### config.mk
export PLATFORM = sky130hd
export DESIGN_NAME = wb_stage_flat
export DESIGN_NICKNAME = d
export VERILOG_FILES = /design/src/rtl/wb_stage_if.sv /design/src/rtl/wb_stage.sv /design/src/flat_wrapper.sv
export SDC_FILE = /design/constraint.sdc
export NUM_CORES = 1
export LEC_CHECK = 0
export BUFFER_PORTS_ARGS = -buffer_cell sky130_fd_sc_hd__buf_2
export CAP_MARGIN = 40
export CORE_UTILIZATION = 40
export CTS_CLUSTER_SIZE = 24
export DETAILED_ROUTE_END_ITERATION = 8
export PLACE_DENSITY = 0.69
export SETUP_SLACK_MARGIN = 0.5
export SLEW_MARGIN = 30
export SYNTH_ARGS = -nofsm -noshare
export SYNTH_HDL_FRONTEND = slang
export SYNTH_SLANG_ARGS = --single-unit
### constraint.sdc
create_clock -name clk -period 5.7 [get_ports clk]
set_clock_uncertainty 0.1 [all_clocks]
set_input_delay 0.57 -clock clk [delete_from_list [all_inputs] [get_ports clk]]
set_output_delay 0.57 -clock clk [all_outputs]
set_load 0.05 [all_outputs]
### src/rtl/wb_stage_if.sv
// Write-back stage bus: MEM/WB inputs, hazard controls,
// and register-file write port / status outputs.
interface wb_stage_if #(
  parameter int XLEN  = 32,
  parameter int CNT_W = 64
);
  logic             stall;
  logic             flush;
  logic             mem_valid;
  logic             mem_RFWr;
  logic [4:0]       mem_rd;
  logic [1:0]       mem_WDSel;
  logic [XLEN-1:0]  mem_alu_out;
  logic [XLEN-1:0]  mem_pc;
  logic [XLEN-1:0]  mem_dout;
  logic [2:0]       mem_ld_type;
  logic             RFWr;
  logic [4:0]       WBSel;
  logic [XLEN-1:0]  WD;
  logic             wb_valid;
  logic [CNT_W-1:0] instret;
  logic             ld_misalign;

  modport slave (
    input  stall, flush, mem_valid, mem_RFWr,
    input  mem_rd, mem_WDSel, mem_alu_out,
    input  mem_pc, mem_dout, mem_ld_type,
    output RFWr, WBSel, WD, wb_valid,
    output instret, ld_misalign
  );

  modport master (
    output stall, flush, mem_valid, mem_RFWr,
    output mem_rd, mem_WDSel, mem_alu_out,
    output mem_pc, mem_dout, mem_ld_type,
    input  RFWr, WBSel, WD, wb_valid,
    input  instret, ld_misalign
  );
endinterface

### src/rtl/wb_stage.sv
// RV32I write-back stage: MEM/WB register, load extraction,
// write-back mux, retired counter and misaligned-load flag.
module wb_stage #(
  parameter int XLEN  = 32,
  parameter int CNT_W = 64
) (
  input logic       clk,
  input logic       rst,
  wb_stage_if.slave wb
);
  logic             v_q;
  logic             rfwr_q;
  logic [4:0]       rd_q;
  logic [1:0]       wdsel_q;
  logic [XLEN-1:0]  alu_q;
  logic [XLEN-1:0]  pc_q;
  logic [XLEN-1:0]  dout_q;
  logic [2:0]       ldt_q;
  logic [CNT_W-1:0] cnt_q;
  logic             mis_q;

  logic [1:0]       off;
  logic [7:0]       byte_s;
  logic [15:0]      half_s;
  logic [XLEN-1:0]  ld_data;
  logic             ld_ok;
  logic             is_ld;
  logic             is_lb, is_lh, is_lw;
  logic             is_lbu, is_lhu;
  logic             misal;
  logic [XLEN-1:0]  wd;

  always_ff @(posedge clk) begin
    if (!rst) begin
      v_q     <= 1'b0;
      rfwr_q  <= 1'b0;
      rd_q    <= '0;
      wdsel_q <= '0;
      alu_q   <= '0;
      pc_q    <= '0;
      dout_q  <= '0;
      ldt_q   <= '0;
      cnt_q   <= '0;
      mis_q   <= 1'b0;
    end else begin
      if (wb.flush) begin
        v_q <= 1'b0;
      end else if (!wb.stall) begin
        v_q     <= wb.mem_valid;
        rfwr_q  <= wb.mem_RFWr;
        rd_q    <= wb.mem_rd;
        wdsel_q <= wb.mem_WDSel;
        alu_q   <= wb.mem_alu_out;
        pc_q    <= wb.mem_pc;
        dout_q  <= wb.mem_dout;
        ldt_q   <= wb.mem_ld_type;
      end
      if (v_q && !wb.stall)
        cnt_q <= cnt_q + 1'b1;
      if (misal)
        mis_q <= 1'b1;
    end
  end

  assign off    = alu_q[1:0];
  assign is_ld  = (wdsel_q == 2'b01);
  assign is_lb  = (ldt_q == 3'b000);
  assign is_lh  = (ldt_q == 3'b001);
  assign is_lw  = (ldt_q == 3'b010);
  assign is_lbu = (ldt_q == 3'b100);
  assign is_lhu = (ldt_q == 3'b101);
  assign half_s = off[1] ? dout_q[31:16]
                         : dout_q[15:0];

  always_comb begin
    byte_s = dout_q[7:0];
    unique case (off)
      2'd0: byte_s = dout_q[7:0];
      2'd1: byte_s = dout_q[15:8];
      2'd2: byte_s = dout_q[23:16];
      2'd3: byte_s = dout_q[31:24];
    endcase
  end

  always_comb begin
    ld_data = '0;
    ld_ok   = 1'b1;
    unique case (1'b1)
      is_lb:  ld_data = {{24{byte_s[7]}}, byte_s};
      is_lbu: ld_data = {24'd0, byte_s};
      is_lh:  ld_data = {{16{half_s[15]}}, half_s};
      is_lhu: ld_data = {16'd0, half_s};
      is_lw:  ld_data = dout_q;
      default: ld_ok  = 1'b0;
    endcase
  end

  assign misal = v_q & is_ld &
                 (((is_lh | is_lhu) & off[0]) |
                  (is_lw & (off != 2'd0)));

  always_comb begin
    wd = '0;
    unique case (wdsel_q)
      2'b00: wd = alu_q;
      2'b01: wd = (misal | !ld_ok) ? '0 : ld_data;
      2'b10: wd = pc_q + XLEN'(4);
      2'b11: wd = '0;
    endcase
  end

  // bad ld_type also blocks the write, not just misalignment
  assign wb.RFWr        = v_q & rfwr_q & (rd_q != 5'd0)
                          & ~misal & ~(is_ld & ~ld_ok);
  assign wb.WBSel       = rd_q;
  assign wb.WD          = wd;
  assign wb.wb_valid    = v_q;
  assign wb.instret     = cnt_q;
  assign wb.ld_misalign = mis_q;
endmodule
### src/flat_wrapper.sv
// flat-port wrapper written by rule: the top's interface ports become plain ports
module wb_stage_flat 
#(
  parameter int XLEN  = 32,
  parameter int CNT_W = 64
)
  (clk, rst, wb_stall, wb_flush, wb_mem_valid, wb_mem_RFWr, wb_mem_rd, wb_mem_WDSel, wb_mem_alu_out, wb_mem_pc, wb_mem_dout, wb_mem_ld_type, wb_RFWr, wb_WBSel, wb_WD, wb_wb_valid, wb_instret, wb_ld_misalign);
  wb_stage_if #(.XLEN(XLEN), .CNT_W(CNT_W)) wb_i ();
  input logic clk;
  input logic rst;
  input wire logic [$bits(wb_i.stall)-1:0] wb_stall;
  input wire logic [$bits(wb_i.flush)-1:0] wb_flush;
  input wire logic [$bits(wb_i.mem_valid)-1:0] wb_mem_valid;
  input wire logic [$bits(wb_i.mem_RFWr)-1:0] wb_mem_RFWr;
  input wire logic [$bits(wb_i.mem_rd)-1:0] wb_mem_rd;
  input wire logic [$bits(wb_i.mem_WDSel)-1:0] wb_mem_WDSel;
  input wire logic [$bits(wb_i.mem_alu_out)-1:0] wb_mem_alu_out;
  input wire logic [$bits(wb_i.mem_pc)-1:0] wb_mem_pc;
  input wire logic [$bits(wb_i.mem_dout)-1:0] wb_mem_dout;
  input wire logic [$bits(wb_i.mem_ld_type)-1:0] wb_mem_ld_type;
  output wire logic [$bits(wb_i.RFWr)-1:0] wb_RFWr;
  output wire logic [$bits(wb_i.WBSel)-1:0] wb_WBSel;
  output wire logic [$bits(wb_i.WD)-1:0] wb_WD;
  output wire logic [$bits(wb_i.wb_valid)-1:0] wb_wb_valid;
  output wire logic [$bits(wb_i.instret)-1:0] wb_instret;
  output wire logic [$bits(wb_i.ld_misalign)-1:0] wb_ld_misalign;
  assign wb_i.stall = wb_stall;
  assign wb_i.flush = wb_flush;
  assign wb_i.mem_valid = wb_mem_valid;
  assign wb_i.mem_RFWr = wb_mem_RFWr;
  assign wb_i.mem_rd = wb_mem_rd;
  assign wb_i.mem_WDSel = wb_mem_WDSel;
  assign wb_i.mem_alu_out = wb_mem_alu_out;
  assign wb_i.mem_pc = wb_mem_pc;
  assign wb_i.mem_dout = wb_mem_dout;
  assign wb_i.mem_ld_type = wb_mem_ld_type;
  assign wb_RFWr = wb_i.RFWr;
  assign wb_WBSel = wb_i.WBSel;
  assign wb_WD = wb_i.WD;
  assign wb_wb_valid = wb_i.wb_valid;
  assign wb_instret = wb_i.instret;
  assign wb_ld_misalign = wb_i.ld_misalign;
  wb_stage #(.XLEN(XLEN), .CNT_W(CNT_W)) u_core (.clk(clk), .rst(rst), .wb(wb_i));
endmodule
# After elaboration in Yosys (flattened, before gate mapping)
# Cells that the tools add are included.
# Widths: inputs -> output; s select.
[word_totals] latchBits=0 ram_bits=0 reg_bits=173 rom_bits=0 mem_count=0 input_bits=112
[op_classes] n_addsub=2 n_mul=0 shift=0 reduce_logical=11 muxes=6 n_eq_ne=10 div=0 n_lt_le_gt_ge=0 n_bitwise=18
[op_table] cell="$pmux 32 s5" count=1
[op_table] cell="$pmux 32 s4" count=1
[op_table] cell="$add 64x1->64 const B" count=1
[op_table] cell="$add 32x3->32 const B" count=1
[op_table] cell="$mux 32" count=1
[op_table] cell="$pmux 8 s4" count=1
[op_table] cell="$mux 16" count=1
[op_table] cell="$and 1x1->1" count=9
[op_table] cell="$eq 2x2->1 const B" count=4
[op_table] cell="$eq 3x3->1 const B" count=2
[op_table] cell="$not 1->1" count=6
[op_table] cell="$reduce_bool 5->1" count=1
[op_table] cell="$reduce_or 5->1" count=1
[op_table] cell="$eq 2x1->1 const B" count=2
[op_table] cell="$logic_not 2->1" count=2
[op_table] cell="$eq 3x1->1 const B" count=1
[op_table] cell="$eq 3x2->1 const B" count=1
[op_table] cell="$logic_not 3->1" count=1
[op_table] cell="$or 1x1->1" count=3
[op_table] cell="$logic_not 1->1" count=2
[op_table] cell="$reduce_and 2->1" count=1
[op_table] cell="$reduce_bool 2->1" count=1
[op_table] cell="$reduce_or 2->1" count=1
[op_table] cell="$logic_and 1x1->1" count=1
[op_table] cell="$mux 1" count=1

# Longest topological paths before layout
# Gate-level depths: netlist of run 1.
[depth] ltp_word=8 depth_mapped=8 ltp_nobuf=6

# Worst setup path before layout of run 1
# No wires, ideal clock.
[synth_timing] kind="register to output" startpoint="register u_core.pc_q[2]" endpoint="output wb_WD[18]" stages_incl_launch_ff=9 n_path_buf=2 slack_ps=2216 t_required_ps=5030 arrival_ps=2814 cell_sequence="dfxtp_1 ha_1 and4_1 clkbuf_1 and4_1 clkbuf_1 xor2_1 nor2_1 o32ai_1"
[synth_via] elab_chain_cells=2
[synth_lines] item="from (decl)" line="wb_stage.sv:16" source="logic [XLEN-1:0] pc_q;"
[synth_lines] item="from (signal assigned)" line="wb_stage.sv:54" source="pc_q <= wb.mem_pc;"
[synth_lines] item="$add 32x3->32" line="wb_stage.sv:107" source="2'b10: wd = pc_q + XLEN'(4);"
[synth_lines] item="$pmux 32 s4" line="wb_stage.sv:104" source="unique case (wdsel_q)"
[synth_lines] item="to (decl)" line="flat_wrapper.sv:23" source="output wire logic [$bits(wb_i.WD)-1:0] wb_WD;"
# No other way between the ends.

# Worst setup path in the final report of run 1
[layout_timing] startpoint="register u_core.alu_q[1]" endpoint="output wb_WD[21]"
[layout_via] elab_chain_cells=7
[layout_lines] item="from (decl)" line="wb_stage.sv:15" source="logic [XLEN-1:0] alu_q;"
[layout_lines] item="from (signal assigned)" line="wb_stage.sv:53" source="alu_q <= wb.mem_alu_out;"
[layout_lines] item="parallel branches: the longest is 5 deep, another holds $pmux 32 s5"
[layout_lines] item="$mux 32 (*)" line="wb_stage.sv:106" source="2'b01: wd = (misal | !ld_ok) ? '0 : ld_data;"
[layout_lines] item="$pmux 32 s4 (*)" line="wb_stage.sv:104"
# Mark *: on every way between the ends.

==> impl_metrics.ini, run 1 <==
[status]
run_status = complete, no violations

[final_layout]
final_nets = 1399
fin_cells = 1575
area_growth_pct = 22.8
fillCellCount = 2061
drive_above_1_share_pct = 22.2
multi_input_area_sq_mm = 0.00479
regArea_sq_mm = 0.00346

[yosys]
synthXorXnorAreaFrac_pct = 4.28
synth_fa_ha_area_share_pct = 0.291
ys_ff_latch = 173
synth_simple_gate_area_share_pct = 28.7
syn_area_per_cell_sq_um = 7.71
syn-num-nets = 1229
synth_top_family_by_area = simple AND/OR/NAND/NOR gates
synth_cells = 1115
ys_seq_area_share_pct = 40.3
synth_compound_area_share_pct = 19.1
yosys_warnings = 0
syn_area_sq_mm = 0.00860
muxShareOfSynthArea_pct = 3.17
async_flop_share_pct = 0
synthFlopType = dfxtp_1
ys_types = 59
synth_edf_count = 0

[placed_design]
gp_congestion = 0.940
placed_cells = 1538
hpwl_mm = 20.2
io_buffers = 215

[die]
ioPinCount = 216
chipWidth_microns = 149
rows = 53
die_y_microns = 149
core_area_sq_mm = 0.0210
dieArea_sq_mm = 0.0221
start_util_pct = 40.9

[cts]
cts_resized = 0
hold_buffers = 0
cts_sinks = 173
cts_tree = built
cts_made_buffers = 17
clk-insertion-delay-late_ns = 0.43
clk_path_buf_depth = 2
post-cts-setup-buffers = 0
cts_max_level = 4
clk_pin_slew_ns = 0.07
cts_root_buffer = clkbuf_16

[routing]
routed_wl_mm = 27.3
first_iter_violations = 622
ant_nets = 0
firstDrtPassIters = 5
num_vias = 8894
drc = 0
via_per_inst = 5.65
wl_per_cell_microns = 17.3

[sta]
hold_viol = 0
timing.slew.headroom_pct = 47.9
setup_tns_ns = 0
rsz0062_at_grt = no
setup_viol = 0
worst_pin_slew_ns = 0.778
finalCritPeriodShare_pct = 62.4
slew_violations = 0
max_clock_freq_mhz = 281
period_needed_ns = 3.56

[global_route]
track_usage_pct = 24.8
overflow = 0
grt_pass1_wl_mm = 42.6
antenna_found_initial = 6
first_global_vias = 8013
grt_max_degree = 115

[pwr]
power_mw = 2.95
leakagePower_nw = 4.04
vdd_drop_max_mv = 0.185
pwr_density_cell_mw_per_mm2 = 280

[worst_setup_path]
crit_type = flip-flop to output port
end_kind = output port
critPathArrivalTime_ns = 2.89
cp-endpoint = wb_WD[21]
start_kind = flip-flop
reg2reg_slack_ns = 2.93
required_ns = 5.03
critPathMaxFanout = 16
r2r_start = u_core.wb.wb_valid
r2r_cells = 5
crit-reg2reg-capture = u_core.wb.instret[55]
worstSetupStartpoint = u_core.alu_q[1]

[run]
max_cap_violations = 0

[worst_hold_path]
hold_depth = 2
hold_class = primary input to flip-flop
## cell usage in the layout (no fill, tap or decap), types with 5 or more instances in the layout
cell	count
o21ai_0	29
and4_1	9
nand4_1	37
buf_4	7
nor4_1	11
a21oi_1	160
o22ai_1	8
a22oi_1	7
and2_1	7
bufinv_16	6
a31oi_1	14
nand2_1	257
o32ai_1	6
mux2i_1	7
buf_2	215
inv_1	14
or4_1	21
nor2_1	73
nand2b_1	5
and3_1	9
nor3_1	5
o31ai_1	20
a221oi_1	10
dfxtp_1	173
clkbuf_16	17
xnor2_1	20
xor2_1	22
mux4_2	8
or3_1	19
nand3_1	34
## how the worst min path moves through the flow
| stage | start | endpoint | slack, ns |
|---|---|---|---|
| 3_3_place_gp | u_core.rfwr_q | u_core.rfwr_q | 0.34 |
| 5_1_grt | wb_flush | u_core.wb.wb_valid | 0.26 |
| 4_1_cts | wb_flush | u_core.wb.wb_valid | 0.25 |
| 6_report | wb_flush | u_core.wb.wb_valid | 0.27 |
| 3_5_place_dp | u_core.alu_q[14] | u_core.alu_q[14] | 0.35 |
| 2_1_floorplan | u_core.alu_q[2] | u_core.alu_q[2] | 0.33 |
## state kept, by name (all words and copies together) (netlist names)
register	flops
u_core.alu_q	32
u_core.dout_q	32
u_core.ldt_q	3
u_core.pc_q	32
u_core.rfwr_q	1
u_core.wb.WBSel	5
u_core.wb.instret	64
u_core.wb.ld_misalign	1
u_core.wb.wb_valid	1
u_core.wdsel_q	2
## worst max-delay path, stage by stage (launching register included)
cell	delay [ns]
dfxtp_1	0.70
mux2_2	0.42
o211ai_1	0.37
nand2_1	0.34
a21oi_1	0.23
o32ai_1	0.15
buf_2	0.25
## cell usage after synthesis (4+ instances only)
cell type	n	share of area, %
nand2_1	257	11
inv_1	14	0.61
mux4_2	8	2.1
dfxtp_1	173	40
nand3_1	34	2.0
a31oi_1	14	1.0
o32ai_1	6	0.61
or4_1	21	1.8
nand4_1	37	2.7
o21ai_0	29	1.7
mux2i_1	7	0.81
o21a_1	4	0.35
a221oi_1	10	1.0
buf_1	6	0.26
xor2_1	22	2.2
o31ai_1	20	1.7
or3_1	19	1.4
nor2_1	74	3.2
and2_1	7	0.51
clkbuf_1	66	2.9
nor4_1	11	0.80
nand2b_1	5	0.36
a22oi_1	7	0.61
nor3_1	5	0.29
and4_1	9	0.92
o22ai_1	8	0.58
and3_1	9	0.65
xnor2_1	20	2.0
a21oi_1	160	9.3
o22a_1	4	0.41
## through the flow
stage                     hold WS (ns)  util [%]  instance area [sq um]  setup WS (ns)
after floorplan                  0.333         -                   8600           2.22
after detailed placement         0.347      46.8                   9840           2.64
after global placement           0.345      46.6                   9790           2.55
after CTS                        0.250      50.0                  10500           2.17
after global routing             0.257      50.2                  10500           1.96
final                            0.270      50.2                  10600           2.14
## power breakdown
group          switching (mW)  internal (mW)  total (mW)  leakage, nW
combinational           0.226          0.111       0.336         2.31
sequential             0.0461           1.24        1.29         1.41
clock                   0.484          0.843        1.33        0.327
total                   0.756           2.20        2.95         4.04
## routing by layer
layer | share of wire [%] | global-route usage (%) | vias up
li1 | - | - | 4318
met1 | 40 | 30.1 | 4132
met2 | 48 | 42.4 | 381
met3 | 8.5 | 6.60 | 59
met4 | 2.8 | 8.20 | 4
met5 | 0.099 | 0 | -
## cell type report
| type | count | share of cell area, % |
|---|---|---|
| Tap cell | 275 | 3.26 |
| Clock inverter | 10 | 2.00 |
| Timing Repair Buffer | 227 | 11.5 |
| Inverter | 16 | 0.616 |
| Antenna cell | 4 | 0.0948 |
| Multi-Input combinational cell | 850 | 45.4 |
| Clock buffer | 20 | 4.33 |
| Sequential cell | 173 | 32.8 |
## cell families (layout without fill, tap and decap cells)
| family | Yosys count | count (layout) |
|---|---|---|
| xor gates and xnor gates | 42 | 42 |
| DFF | 173 | 173 |
| and+or+nand+nor | 510 | 510 |
| AOI/OAI and AO/OA | 279 | 279 |
| muxes | 17 | 17 |
| adders and majority gates | 2 | 2 |
| other | 0 | 4 |
| buffers and inverters | 92 | 273 |
(Power assumes the default switching activity.)
==> inputs of run 2 (changes only) <==
--- a/config.mk
+++ b/config.mk
@@ -10,7 +10,7 @@
 export CORE_UTILIZATION = 40
 export CTS_CLUSTER_SIZE = 24
 export DETAILED_ROUTE_END_ITERATION = 8
-export PLACE_DENSITY = 0.69
+export PLACE_DENSITY = 0.71
 export SETUP_SLACK_MARGIN = 0.5
 export SLEW_MARGIN = 30
 export SYNTH_ARGS = -nofsm -noshare
==> constraint.sdc (replaced) <==
create_clock -name clk -period 2.9 [get_ports clk]
set_clock_uncertainty 0.1 [all_clocks]
set_input_delay 0.29 -clock clk [delete_from_list [all_inputs] [get_ports clk]]
set_output_delay 0.29 -clock clk [all_outputs]
set_load 0.05 [all_outputs]
==> run 2 against run 1 <==
Compared with the run above:
- routed wire length up 10%
- critical path type unchanged
- utilization increased by 9.1 points
- largest cell class unchanged
- worst hold slack got worse by 0.26 ns
- critical path depth grew 1
==> impl_metrics.ini, run 2 (synthesis results as in run 1) <==
[sta]
period_needed_ns = 2.68
setup_tns_ns = 0
hold-worst-slack_ns = 0.00981
hold_viol = 0
slew_violations = 0
timing.slew.headroom_pct = 46.3
worst_pin_slew_ns = 0.798
rsz0062_at_grt = yes
setup_viol = 0
max_clock_freq_mhz = 373
finalCritPeriodShare_pct = 92.4

[die]
rows = 53
ioPinCount = 216
start_util_pct = 40.9
core_area_sq_mm = 0.0210
die_y_microns = 149
dieArea_sq_mm = 0.0221
chipWidth_microns = 149

[final_layout]
diodes = 0
largest_reg_flops = 64
most-common-layout-cells = nand2_1 (252), buf_2 (184), a21oi_1 (155)
fin_cells = 1703
area_growth_pct = 45.0
drive_above_1_share_pct = 33.2
final_core_utilization_pct = 59.3
final_nets = 1529
final_common_cell = nand2_1

[global_route]
antenna_found_initial = 1
track_usage_pct = 26.6
first_global_vias = 8952
grt_pass1_wl_mm = 46.4
overflow = 0
grt_max_degree = 108

[placed_design]
placed_cells = 1547
hpwl_mm = 19.6
gp_congestion = 0.884
io_buffers = 215

[pwr]
power_mw = 5.81
vdd_drop_max_mv = 0.352
power_frac_clock_pct = 40.9
p_seq_share_pct = 43.4
combPwrFrac_pct = 15.7
switchingPower_mw = 1.67
p_int_mw = 4.14
switching_share_pct = 28.8
leakagePower_nw = 4.82
pwr_density_cell_mw_per_mm2 = 466

[routing]
routed_wl_mm = 30.1
wl_per_cell_microns = 17.7
num_vias = 9590
firstDrtPassIters = 5
via_per_inst = 5.63
ant_nets = 0
drc = 0
first_iter_violations = 649

[worst_setup_path]
critPathMaxFanout = 4
required_ns = 2.51
critPathArrivalTime_ns = 2.29
end_kind = output port
start_kind = flip-flop
crit_type = flip-flop to output port

[run]
max_cap_violations = 0

[worst_hold_path]
hold_class = primary input to flip-flop

[cts]
cts_max_level = 4
clk_path_buf_depth = 2
cts_tree = built
cts_root_buffer = clkbuf_16
cts_sinks = 173
cts_made_buffers = 17
clk_pin_slew_ns = 0.07
clk-insertion-delay-late_ns = 0.43

[status]
run_status = complete, no violations
-- run 2: changes by cell type in the layout (fill, tap and decap cells not counted), sizes merged, moves of 4 or more --
cell	delta
bufinv	-4
diode	-4
buf	+67
inv	+5
dlygate4sd3	+63
clkinvlp	+4
-- run 2: timing repair --
| action | 4_1_cts | 5_1_grt |
|---|---|---|
| hold buffers | 63 | 0 |
| pin swaps | 32 | 21 |
| gates cloned | 1 | 1 |
| endpoints found under the hold margin | 63 | 0 |
| setup buffers | 45 | 14 |
| gates resized for setup | 156 | 29 |
| endpoints found under the setup margin | 36 | 54 |
-- run 2: power by group through the flow --
stage	Sequential, mW	Combinational, mW	Clock, mW
5_1_grt	2.53	0.967	2.51
6_report	2.52	0.913	2.38
3_5_place_dp	2.57	0.707	0
2_1_floorplan	2.55	0.485	0
4_1_cts	2.52	0.892	2.41
3_3_place_gp	2.57	0.701	0
-- run 2: metrics by stage --
stage | cell area, sq um | setup slack (ns)
floorplan | 8860 | 0.502
global placement | 10200 | 0.276
detailed placement | 10200 | 0.185
CTS | 12200 | 0.235
global route | 12500 | 0.128
finish | 12500 | 0.222
-- run 2: per-layer routing --
layer | vias up | GRT usage (%) | part of all wire (%)
met5 | - | 0 | 0.043
met4 | 2 | 10.3 | 2.8
met3 | 72 | 5.28 | 7.5
met2 | 437 | 44.4 | 47
met1 | 4496 | 33.8 | 42
li1 | 4583 | - | -
-- run 2: final timing paths --
kind                            to  slack (ns)                  start  cells after the start
min reg2reg          u_core.rfwr_q        0.36          u_core.rfwr_q                      2
min               u_core.alu_q[29]        0.01     wb_mem_alu_out[29]                      3
max                      wb_WD[28]        0.22         u_core.pc_q[2]                      7
max reg2reg  u_core.wb.instret[53]        0.54  u_core.wb.instret[31]                      6
-- run 2: critical path, stage by stage (launching register included) --
cell,delay [ns]
dfxtp_4,0.38
ha_4,0.15
and4_4,0.22
and4_4,0.26
nand4_1,0.12
or3_4,0.36
a31oi_4,0.18
buf_6,0.18
-- run 2: layout make-up --
cell class	count	area (sq um)
Fill cell	1816	8550
Tap cell	275	344
Inverter	16	68.8
Timing Repair Buffer	356	2550
Sequential cell	173	3540
Clock buffer	19	443
Multi-Input combinational cell	851	5370
Clock inverter	13	155
